$ cat config.mk
export PLATFORM = sky130hd
export DESIGN_NAME = bird_sprite_ctrl
export DESIGN_NICKNAME = d
export VERILOG_FILES = /design/src/rtl/bird_sprite_ctrl.sv
export SDC_FILE = /design/constraint.sdc
export NUM_CORES = 1
export LEC_CHECK = 0
export BUFFER_PORTS_ARGS = -buffer_cell sky130_fd_sc_hd__buf_4
export CAP_MARGIN = 20
export CORE_ASPECT_RATIO = 0.9
export CORE_MARGIN = 1.5
export CORE_UTILIZATION = 50
export CTS_CLUSTER_SIZE = 30
export DETAILED_ROUTE_END_ITERATION = 10
export MAX_ROUTING_LAYER = met4
export PLACE_DENSITY = 0.76
export SLEW_MARGIN = 20
export SYNTH_ARGS = -nofsm -noshare
export SYNTH_HDL_FRONTEND = slang
export SYNTH_SLANG_ARGS = --single-unit
$ cat constraint.sdc
create_clock -name i_clk -period 10.7 [get_ports i_clk]
set_clock_uncertainty 0.1 [all_clocks]
set_input_delay 0.535 -clock i_clk [delete_from_list [all_inputs] [get_ports i_clk]]
set_output_delay 0.535 -clock i_clk [all_outputs]
set_load 0.01 [all_outputs]
$ cat src/rtl/bird_sprite_ctrl.sv
// Purpose : player-bird controller; per-frame physics/game FSM plus per-pixel sprite ROM addressing.
// Latency : pix_x/pix_y -> bird_on/bird_rgb is exactly 1 clk; bird_y/state update on the clk edge of frame_tick.
// Backpres: none; the pixel path is a free-running pipeline and the FSM reacts to single-cycle pulses.
//
// Ports:
//   i_clk, i_reset         : clock and synchronous active-high reset
//   i_frame_tick           : one pulse per frame (in vblank), advances the physics
//   i_flap, i_start, i_hit : one-cycle control pulses from debouncer / collision logic
//   i_video_on, i_pix_x/y  : current raster position from the VGA timing generator
//   o_rom_row, o_rom_col   : sprite ROM address; i_rom_pixel returns one cycle later
//   o_bird_on, o_bird_rgb  : aligned coverage/colour to the pixel mixer
//   o_bird_y, o_state,
//   o_dead                 : game status for pipe/collision logic and the display

module bird_sprite_ctrl #(
    parameter int BIRD_X   = 160,
    parameter int START_Y  = 232,
    parameter int GROUND_Y = 440,
    parameter int GRAVITY  = 1,
    parameter int FLAP_VEL = -6,
    parameter int MAX_FALL = 8
) (
    input  logic        i_clk,
    input  logic        i_reset,
    input  logic        i_frame_tick,
    input  logic        i_flap,
    input  logic        i_start,
    input  logic        i_hit,
    input  logic        i_video_on,
    input  logic [9:0]  i_pix_x,
    input  logic [9:0]  i_pix_y,
    output logic [3:0]  o_rom_row,
    output logic [3:0]  o_rom_col,
    input  logic [11:0] i_rom_pixel,
    output logic        o_bird_on,
    output logic [11:0] o_bird_rgb,
    output logic [9:0]  o_bird_y,
    output logic [1:0]  o_state,
    output logic        o_dead
);

    typedef enum logic [1:0] {
        S_IDLE = 2'd0,
        S_PLAY = 2'd1,
        S_FALL = 2'd2,
        S_DEAD = 2'd3
    } state_t;

    localparam logic [9:0]         C_BIRD_X   = 10'(BIRD_X);
    localparam logic [9:0]         C_START_Y  = 10'(START_Y);
    localparam logic [9:0]         C_LAND_Y   = 10'(GROUND_Y - 16);
    localparam logic signed [10:0] C_LAND_Y_S = 11'(GROUND_Y - 16);
    localparam logic signed [6:0]  C_GRAV     = 7'(GRAVITY);
    localparam logic signed [6:0]  C_MAX_FALL = 7'(MAX_FALL);
    localparam logic signed [5:0]  C_FLAP_VEL = 6'(FLAP_VEL);
    localparam logic [11:0]        C_KEY      = 12'h0FF;

    state_t             r_state;
    logic [9:0]         r_bird_y;
    logic signed [5:0]  r_vel;
    logic               r_flap_pending;
    logic               r_in_box_d;

    // ------------------------------------------------------------------
    // Physics datapath
    // ------------------------------------------------------------------
    logic signed [6:0]  w_vel_inc;
    logic signed [5:0]  w_vel_grav;
    logic signed [5:0]  w_vel_next;
    logic               w_flap_eff;
    logic signed [10:0] w_y_sum;
    logic               w_y_above_top;
    logic               w_y_on_ground;

    // A flap arriving in the same cycle as the tick is honoured for that tick.
    assign w_flap_eff = r_flap_pending | i_flap;

    always_comb begin
        // One extra bit so the gravity add cannot wrap before saturation.
        w_vel_inc  = {r_vel[5], r_vel} + C_GRAV;
        w_vel_grav = (w_vel_inc > C_MAX_FALL) ? C_MAX_FALL[5:0] : w_vel_inc[5:0];
        // FALL never flaps, so only PLAY can select the flap velocity.
        w_vel_next = ((r_state == S_PLAY) && w_flap_eff) ? C_FLAP_VEL : w_vel_grav;
        w_y_sum    = $signed({1'b0, r_bird_y}) + $signed({{5{w_vel_next[5]}}, w_vel_next});
        w_y_above_top = (w_y_sum < 11'sd0);
        w_y_on_ground = (w_y_sum >= C_LAND_Y_S);
    end

    // ------------------------------------------------------------------
    // Pixel stage 0: box test and ROM addressing
    // ------------------------------------------------------------------
    logic [9:0] w_dx;
    logic [9:0] w_dy;
    logic       w_in_box;

    // Differences are only meaningful when the lower bound holds, so the
    // range checks are written as (>= lower) & (offset <= 15), which is
    // immune to the modulo-1024 wrap of the subtraction.
    assign w_dx     = i_pix_x - C_BIRD_X;
    assign w_dy     = i_pix_y - r_bird_y;
    assign w_in_box = i_video_on
                    & (i_pix_x >= C_BIRD_X) & (w_dx <= 10'd15)
                    & (i_pix_y >= r_bird_y) & (w_dy <= 10'd15);

    // Address is driven unconditionally; coverage is gated later by in_box_d.
    assign o_rom_col = w_dx[3:0];
    assign o_rom_row = w_dy[3:0];

    // ------------------------------------------------------------------
    // Game FSM and stage-1 pipeline register
    // ------------------------------------------------------------------
    always_ff @(posedge i_clk) begin
        if (i_reset) begin
            r_state        <= S_IDLE;
            r_bird_y       <= C_START_Y;
            r_vel          <= 6'sd0;
            r_flap_pending <= 1'b0;
            r_in_box_d     <= 1'b0;
        end else begin
            r_in_box_d <= w_in_box;

            case (r_state)
                S_IDLE: begin
                    // A flap that starts the game is remembered so the first
                    // tick applies the flap velocity.
                    r_flap_pending <= i_flap;
                    if (i_flap || i_start) begin
                        r_state <= S_PLAY;
                    end
                end

                S_PLAY: begin
                    if (i_hit) begin
                        // Collision wins over a coincident tick or flap.
                        r_state        <= S_FALL;
                        r_flap_pending <= 1'b0;
                    end else if (i_frame_tick) begin
                        r_flap_pending <= 1'b0;
                        if (w_y_on_ground) begin
                            r_bird_y <= C_LAND_Y;
                            r_vel    <= 6'sd0;
                            r_state  <= S_DEAD;
                        end else if (w_y_above_top) begin
                            r_bird_y <= 10'd0;
                            r_vel    <= 6'sd0;
                        end else begin
                            r_bird_y <= w_y_sum[9:0];
                            r_vel    <= w_vel_next;
                        end
                    end else if (i_flap) begin
                        r_flap_pending <= 1'b1;
                    end
                end

                S_FALL: begin
                    r_flap_pending <= 1'b0;
                    if (i_frame_tick) begin
                        if (w_y_on_ground) begin
                            r_bird_y <= C_LAND_Y;
                            r_vel    <= 6'sd0;
                            r_state  <= S_DEAD;
                        end else if (w_y_above_top) begin
                            r_bird_y <= 10'd0;
                            r_vel    <= 6'sd0;
                        end else begin
                            r_bird_y <= w_y_sum[9:0];
                            r_vel    <= w_vel_next;
                        end
                    end
                end

                S_DEAD: begin
                    r_flap_pending <= 1'b0;
                    if (i_start) begin
                        r_state  <= S_IDLE;
                        r_bird_y <= C_START_Y;
                        r_vel    <= 6'sd0;
                    end
                end

                default: begin
                    r_state <= S_IDLE;
                end
            endcase
        end
    end

    // ------------------------------------------------------------------
    // Pixel stage 1: ROM data arrives now, aligned with r_in_box_d
    // ------------------------------------------------------------------
    assign o_bird_on  = r_in_box_d & (i_rom_pixel != C_KEY);
    assign o_bird_rgb = o_bird_on ? i_rom_pixel : 12'h000;

    assign o_bird_y = r_bird_y;
    assign o_state  = r_state;
    assign o_dead   = (r_state == S_DEAD);

endmodule

# Yosys cells after proc, flatten, opt, wreduce, memory -nomap -nowiden
# Index checks and enable logic that the tools add are counted.
# W data, S select, Z words.
# classes
order_cmp,7
eq_ne,8
reduce_logical,7
n_addsub,4
n_bitwise,6
n_mux,25
# op_table
cell,count
$mux W10,5
$mux W6,7
$pmux W10 S3,1
$le A10 B4 Y1 const B,2
$pmux W6 S3,1
$mux W12,1
$ne A12 B8 Y1 const B,1
$add A11 B6 Y11,1
$ge A11 B10 Y1 const B,1
$lt A11 B1 Y1 const B,1
$ge A10 B10 Y1,1
$ge A10 B8 Y1 const B,1
$mux W2,5
$sub A10 B10 Y10,1
$sub A10 B8 Y10 const B,1
$pmux W2 S4,1
$add A6 B2 Y7 const B,1
$gt A7 B5 Y1 const B,1
$ne A2 B2 Y1 const B,3
$and A1 B1 Y1,5
$eq A2 B2 Y1 const B,2
$ne A4 B4 Y1 const B,1
$mux W1,3
$pmux W1 S3,1
other kinds (9),9
# word_totals
regBits,20
elab_cells,62
in_bits,39
out_inout_bits,34

# Logic depth before layout (Yosys ltp)
# Gate-level depths: netlist (run 1).
# logic_depth
ltp_word,11
mapped_depth,22
depth_no_buf,20

# Least setup slack after synthesis (run 1)
# OpenSTA, ideal clock, no wires.
# synth_path
kind,register to register
from,register r_vel[0]
to,register r_bird_y[6] (netlist: o_bird_y[6])
arrival_time_ps,4048
setup_time_ps,120
stages_incl_launch_ff,23
required_time_ps,10480
slack_ps,6432
synth_period_minus_slack_ps,4268
n_path_buf,2
cell_sequence,dfxtp_1 ha_1 nand2b_1 a21oi_1 a211o_1 a21oi_1 o211ai_1 and3b_1 ha_1 inv_1 fa_1 and2b_1 o211ai_2 o21ai_1 o21a_2 a21o_1 a21o_1 ha_1 clkbuf_2 nor3b_2 a31oi_4 buf_6 a211o_1
# synth_via
elab_chain_cells,11
elab_cells_between_ends,12
classes_between,add/sub (2); order compare (3); mux (7)
# synth_rtl
item,line_no,source
start: declaration,60,logic signed [5:0] r_vel;
start signal: assignment,148,r_vel <= w_vel_next;
start signal: assignment,167,r_vel <= w_vel_next;
$add A6 B2 Y7 (*),80,"w_vel_inc = {r_vel[5], r_vel} + C_GRAV;"
$gt A7 B5 Y1,81,w_vel_grav = (w_vel_inc > C_MAX_FALL) ? C_MAX_FALL[5:0] : w_vel_inc[5:0];
$mux W6 (*),81,
$mux W6 (*),83,w_vel_next = ((r_state == S_PLAY) && w_flap_eff) ? C_FLAP_VEL : w_vel_grav;
$add A11 B6 Y11 (*),84,"w_y_sum = $signed({1'b0, r_bird_y}) + $signed({{5{w_vel_next[5]}}, w_vel_next});"
$lt A11 B1 Y1,85,w_y_above_top = (w_y_sum < 11'sd0);
$mux W10,"143, 162",
$mux W10 (*),158,if (w_y_on_ground) begin
$mux W10 (*),137,end else if (i_frame_tick) begin
$mux W10,133,if (i_hit) begin
$pmux W10 S3 (*),122,case (r_state)
end signal: assignment,147,r_bird_y <= w_y_sum[9:0];
end signal: assignment,166,r_bird_y <= w_y_sum[9:0];
end: declaration,59,logic [9:0] r_bird_y;
# Mark *: on every way between the ends. The rest lies on a longest branch, timed or not. The select of a mux whose other input is x is not followed.
# A chain may end at the register's enable or synchronous reset.

# Worst setup path in the final report (run 1)
# layout_path
from,register r_vel[0]
to,register r_vel[5]
# layout_via
elab_chain_cells,11
elab_cells_between_ends,12
classes_between,add/sub (2); order compare (3); mux (7)
# layout_rtl
item,line_no,source
$add A6 B2 Y7 (*),80,
$gt A7 B5 Y1,81,
$mux W6 (*),81,
$mux W6 (*),83,
$add A11 B6 Y11,84,
$lt A11 B1 Y1,85,
$mux W6,"143, 162",
$mux W6 (*),139,if (w_y_on_ground) begin
$mux W6 (*),137,
$mux W6,133,
$pmux W6 S3 (*),122,
# Marks and branches as above.

==> results_dict.tcl, run 1 <==
set metrics [dict create \
    die_y_um 64.4 \
    use_met2_pct 34.7 \
    hold_violations 0 \
    ir_worst_vdd_mv 0.282 \
    cts_max_path_buffers 2 \
    nFillCells 377 \
    worstSetupPathType "flip-flop to flip-flop" \
    ys_seq_area_share_pct 19.1 \
    grt_pass1_wl_mm 7.89 \
    crit_arrival_ps 4810 \
    cp_common_cell "ha_1" \
    cts_tree "done" \
    drv_cap 0 \
    clock_tree.root_cell "clkbuf_8" \
    hpwl_mm 3.87 \
    hold_slack_ps 405 \
    cts.htree.levels 1 \
    drt-total-wl_mm 4.89 \
    p_leak_uw 0.00124 \
    final_common_cell "buf_4" \
    outcome "finished, final reports clean" \
    ys_types 61 \
    clk_latency_ps 270 \
    drive_gt1_share_pct 26.1 \
    vias 2027 \
    postCtsHoldBufs 0 \
    postPlaceCellArea_um2 2560 \
    stdcell_area_um2 2620 \
    synth_area_um2 2090 \
    layout_common_cells "64 x buf_4, 24 x ha_1, 22 x inv_1" \
    area_growth_syn_to_layout_pct 25.0 \
    use_met1_pct 29.7 \
    final_nets 380 \
    crit_chain "ha_1 -> nand2b_1 -> a21oi_1 -> a211o_1 -> a21oi_1 -> o211ai_1 -> and3b_1 -> ha_1 -> inv_1 -> fa_1 -> and2b_1 -> o211ai_2 -> o21ai_1 -> o21a_2 -> a21o_1 -> a21o_1 -> ha_1 -> nor2_2 -> a31oi_4 -> a32o_1" \
    grt_usage_pct 21.7 \
    period_minus_slack_ps 4710 \
    clock-sinks 20 \
    gp_congestion 0.856 \
    start_util_pct 51.7 \
    synth_nets 323 \
    die_area_um2 4580 \
    numCtsBuffers 3 \
    yosys_warnings 0 \
    postLayoutCoreUtil_pct 64.7 \
    final-max-slew-violation-count 0 \
    setup_viol 0 \
    ys_ff_latch 20 \
    critical-path-top-delay-family "compound AO/OA/AOI/OAI gates" \
    diodes 0 \
    post-route-period-util_pct 44.0 \
    drtIter0Drc 86 \
    rsz0062_at_grt "no" \
    antenna_found_initial 0 \
    grt_max_degree 17 \
    cts.clk_slew.worst_paths_ps 80 \
    core_area_um2 4050 \
    die_w_um 71.2 \
    num_io_pins 73 \
    async_reset_ff_share_pct 0 \
    place.port_buffers 64 \
    grt_busiest_layer "met2" \
    hold_class "primary input to flip-flop" \
    rows 22 \
    critPathMaxFanout 16 \
    overflow 0 \
    ant_nets 0 \
    synth_edf_count 0 \
    cellPowerDensity_nw_per_um2 223 \
    grt_pass1_vias 1769 \
    max_clock_freq_mhz 212 \
    drc 0 \
    post_cts_resized 0 \
    viasPerCell 5.60 \
    critPathCaptureType "flip-flop" \
    maxSlewHeadroom_pct 35.2 \
    slowest_delay_ps 480 \
    synth.avg_cell_area_um2 8.11 \
    critPathSlowestCell "dfxtp_1" \
    drtPass1Iterations 4 \
    tns_ps 0 \
    cp_data_required_time_ps 10810 \
    worst_pin_slew_ps 970 \
    cp_num_buf_inv 1 \
    wl_per_cell_um 13.5 \
    synthCells 258 \
    synthFlopType "dfxtp_1" \
    startpoint_type "flip-flop" \
    post-cts-setup-buffers 0 \
    grtUsageMet3_pct 3.31 \
]
-- flip-flops by register name, indices dropped and copies added (netlist names) --
name,flops
o_bird_y,10
r_vel,6
r_in_box_d,1
o_state,2
r_flap_pending,1
-- cell families (layout without fill, tap and decap cells) --
logic type | after synthesis | count (layout) | synth area share [%]
mux | 1 | 1 | 0.478
compound gates | 74 | 74 | 26.1
fa+ha+maj | 26 | 26 | 16.3
buf+inv | 34 | 90 | 7.35
xor+xnor | 16 | 16 | 7.05
flops | 20 | 20 | 19.1
simple gates | 87 | 87 | 23.7
-- metal layers --
metal / routed length [um] / part of all wire (%)
met2: 2210 / 45
met5: 0 / 0
met1: 2430 / 50
met3: 208 / 4.3
met4: 38 / 0.78
-- metrics by stage --
| stage | worst slack (ps) | power [uW] | std cells |
|---|---|---|---|
| final | 5990 | 584 | 362 |
| after floorplan | 6430 | 433 | 258 |
| after CTS | 6030 | 581 | 362 |
| after global routing | 5710 | 631 | 362 |
| after global placement | 6140 | 518 | 358 |
| after detailed placement | 6070 | 519 | 358 |
-- worst paths after layout --
kind,slack [ps],cells past startpoint,endpoint,from
hold / removal,410,2,r_flap_pending$_SDFFE_PP0P_,i_reset
setup reg to reg,5990,20,r_vel[5]$_SDFFE_PP0P_,r_vel[0]$_SDFFE_PP0P_
setup / recovery,5990,20,r_vel[5]$_SDFFE_PP0P_,r_vel[0]$_SDFFE_PP0P_
hold reg to reg,440,1,o_bird_y[1]$_SDFFE_PP0P_,o_bird_y[1]$_SDFFE_PP0P_
-- worst register-to-register path: stages, from the launching register on --
cell and delay [ps]:
dfxtp_1 480, ha_1 320, nand2b_1 130, a21oi_1 60, a211o_1 300, a21oi_1 150
o211ai_1 130, and3b_1 240, ha_1 200, inv_1 70, fa_1 200, and2b_1 210
o211ai_2 190, o21ai_1 90, o21a_2 140, a21o_1 170, a21o_1 170, ha_1 470
nor2_2 110, a31oi_4 470, a32o_1 250
-- cell usage after synthesis, drive strengths merged, types with 5 or more instances --
cell | n | area, um2
nand3 | 8 | 40.0
a21o | 6 | 45.0
a21oi | 18 | 97.6
xor2 | 6 | 60.1
buf | 7 | 51.3
nand2 | 14 | 52.6
a32o | 10 | 100
dfxtp | 20 | 400
nor2 | 15 | 66.3
clkbuf | 5 | 20.0
nor3 | 7 | 35.0
inv | 22 | 82.6
ha | 24 | 300
o21ai | 16 | 83.8
xnor2 | 10 | 87.6
and2 | 16 | 100
-- power by group --
| part | switching, uW | total (uW) | internal [uW] |
|---|---|---|---|
| Combinational | 240 | 409 | 169 |
| Sequential | 24.2 | 115 | 90.9 |
| Clock | 27.4 | 60.2 | 32.9 |
-- layout make-up --
type                       count  area [um2]  share of cell area (%)
multi-input combinational    204        1540                    58.8
timing repair buffer          64         480                    18.4
sequential                    20         400                    15.3
inverter                      22        82.6                    3.15
tap                           48        60.1                    2.29
clock buffer                   4        55.1                    2.10
Power figures use the tool's default switching activity.
==> run 2, diff against run 1 <==
--- a/config.mk
+++ b/config.mk
@@ -9,11 +9,11 @@
 export CAP_MARGIN = 20
 export CORE_ASPECT_RATIO = 0.9
 export CORE_MARGIN = 1.5
-export CORE_UTILIZATION = 50
+export CORE_UTILIZATION = 46
 export CTS_CLUSTER_SIZE = 30
 export DETAILED_ROUTE_END_ITERATION = 10
 export MAX_ROUTING_LAYER = met4
-export PLACE_DENSITY = 0.76
+export PLACE_DENSITY = 0.73
 export SLEW_MARGIN = 20
 export SYNTH_ARGS = -nofsm -noshare
 export SYNTH_HDL_FRONTEND = slang
==> constraint.sdc (replaced) <==
create_clock -name i_clk -period 4.1 [get_ports i_clk]
set_clock_uncertainty 0.1 [all_clocks]
set_input_delay 0.205 -clock i_clk [delete_from_list [all_inputs] [get_ports i_clk]]
set_output_delay 0.205 -clock i_clk [all_outputs]
set_load 0.01 [all_outputs]
==> results_dict.tcl, run 2 (synthesized netlist as in run 1, its figures left out) <==
set metrics [dict create \
    ant_nets 0 \
    diodes 0 \
    grt_pass1_vias 2094 \
    critPathMaxFanout 6 \
    cts_tree "done" \
    postPlaceCellArea_um2 2710 \
    area_growth_syn_to_layout_pct 38.7 \
    worst_pin_slew_ps 1040 \
    ir_worst_vdd_mv 0.561 \
    antenna_found_initial 0 \
    gp_congestion 0.862 \
    num_io_pins 73 \
    critical-path-top-delay-family "compound AO/OA/AOI/OAI gates" \
    vias 2201 \
    grt_max_degree 14 \
    viasPerCell 5.54 \
    drv_cap 0 \
    tns_ps 0 \
    drt-total-wl_mm 5.57 \
    cts.clk_slew.worst_paths_ps 80 \
    place.port_buffers 64 \
    grt_usage_pct 23.6 \
    drtPass1Iterations 4 \
    cellPowerDensity_nw_per_um2 641 \
    drtIter0Drc 86 \
    whs_path_depth 2 \
    timing.reg2reg.setup_slack_ps 60 \
    cts.htree.levels 1 \
    slowest_delay_ps 380 \
    cp-endpoint "o_bird_y[2]$_SDFFE_PP0P_" \
    max_clock_freq_mhz 247 \
    clock_tree.root_cell "clkbuf_8" \
    dp.cells 384 \
    rows 23 \
    reg2reg_to "o_bird_y[2]$_SDFFE_PP0P_" \
    worstSetupPathType "flip-flop to flip-flop" \
    drive_gt1_share_pct 35.2 \
    critPathCaptureType "flip-flop" \
    maxSlewHeadroom_pct 30.8 \
    numCtsBuffers 3 \
    crit_chain "ha_4 -> a32o_1 -> a211o_1 -> a21oi_2 -> o211ai_1 -> and3b_2 -> ha_4 -> inv_2 -> fa_2 -> and2b_1 -> o211ai_2 -> o21ai_1 -> o21a_2 -> a21o_1 -> a21o_1 -> ha_4 -> nor3b_4 -> a31oi_4 -> a32o_1" \
    hpwl_mm 4.18 \
    die_w_um 74.1 \
    crit_arrival_ps 4100 \
    final-max-slew-violation-count 0 \
    path_depth 19 \
    nFillCells 405 \
    cts_max_path_buffers 2 \
    hold_slack_ps 74.0 \
    setup_viol 0 \
    overflow 0 \
    cp_common_cell "ha_4" \
    hold_class "primary input to flip-flop" \
    post-route-period-util_pct 98.6 \
    final_common_cell "buf_4" \
    stdcell_area_um2 2900 \
    startpoint "r_vel[0]$_SDFFE_PP0P_" \
    period_minus_slack_ps 4040 \
    p_leak_uw 0.00134 \
    reg2reg_depth 19 \
    layout_common_cells "83 x buf_4, 20 x inv_1, 20 x ha_1" \
    die_area_um2 4960 \
    postCtsHoldBufs 0 \
    stdcell_count 397 \
    wl_per_cell_um 14.0 \
    cp_data_required_time_ps 4150 \
    core_area_um2 4400 \
    critPathSlowestCell "dfxtp_4" \
    die_y_um 67.0 \
    hold_violations 0 \
    clk_latency_ps 260 \
    drc 0 \
    cp_num_buf_inv 1 \
    startpoint_type "flip-flop" \
    largest_reg_flops 10 \
    clock-sinks 20 \
    postLayoutCoreUtil_pct 66.0 \
    rsz0062_at_grt "yes" \
    outcome "finished, final reports clean" \
    grt_pass1_wl_mm 9.10 \
    r2r-start "r_vel[0]$_SDFFE_PP0P_" \
    final_nets 401 \
    start_util_pct 47.5 \
]
[run 2: metal layers]
metal	vias up	GRT usage [%]	wire length, um
li1	1100	-	-
met4	0	3.24	43
met1	1035	31.1	2580
met3	6	4.08	270
met2	60	38.6	2680
met5	-	-	0
[run 2: worst min-delay path by stage]
stage,startpoint,to,slack [ps]
2_1_floorplan,i_reset,r_flap_pending$_SDFFE_PP0P_,180
3_3_place_gp,i_pix_x[0],o_rom_col[0],310
3_5_place_dp,i_pix_x[0],o_rom_col[0],310
4_1_cts,i_reset,r_flap_pending$_SDFFE_PP0P_,70
5_1_grt,i_reset,r_flap_pending$_SDFFE_PP0P_,100
6_report,i_reset,r_flap_pending$_SDFFE_PP0P_,70
[run 2: timing repair]
action	in CTS	in global routing
gates cloned	1	0
resized for setup	4	12
pin swaps	18	17
setup buffers	5	3
endpoints found under the setup margin	17	17
[run 2: layout make-up]
type | instances | area, um2 | area share [%]
Tap cell | 62 | 77.6 | 2.67
Clock buffer | 4 | 45.0 | 1.55
Inverter | 22 | 82.6 | 2.84
Sequential cell | 20 | 408 | 14.0
Multi-Input combinational cell | 205 | 1660 | 57.0
Timing Repair Buffer | 84 | 634 | 21.8
[run 2: metrics by stage]
step	worst slack, ps	total power, uW
2_1_floorplan	1.99	1170
3_3_place_gp	-76.7	1460
5_1_grt	-103	2010
4_1_cts	14.4	1770
6_report	56.3	1860
3_5_place_dp	-120	1470
[run 2: power by group]
part	internal [uW]	switching [uW]	total, uW
sequential	240	47.8	288
combinational	653	783	1440
clock	69.2	68.1	137
total	962	899	1860
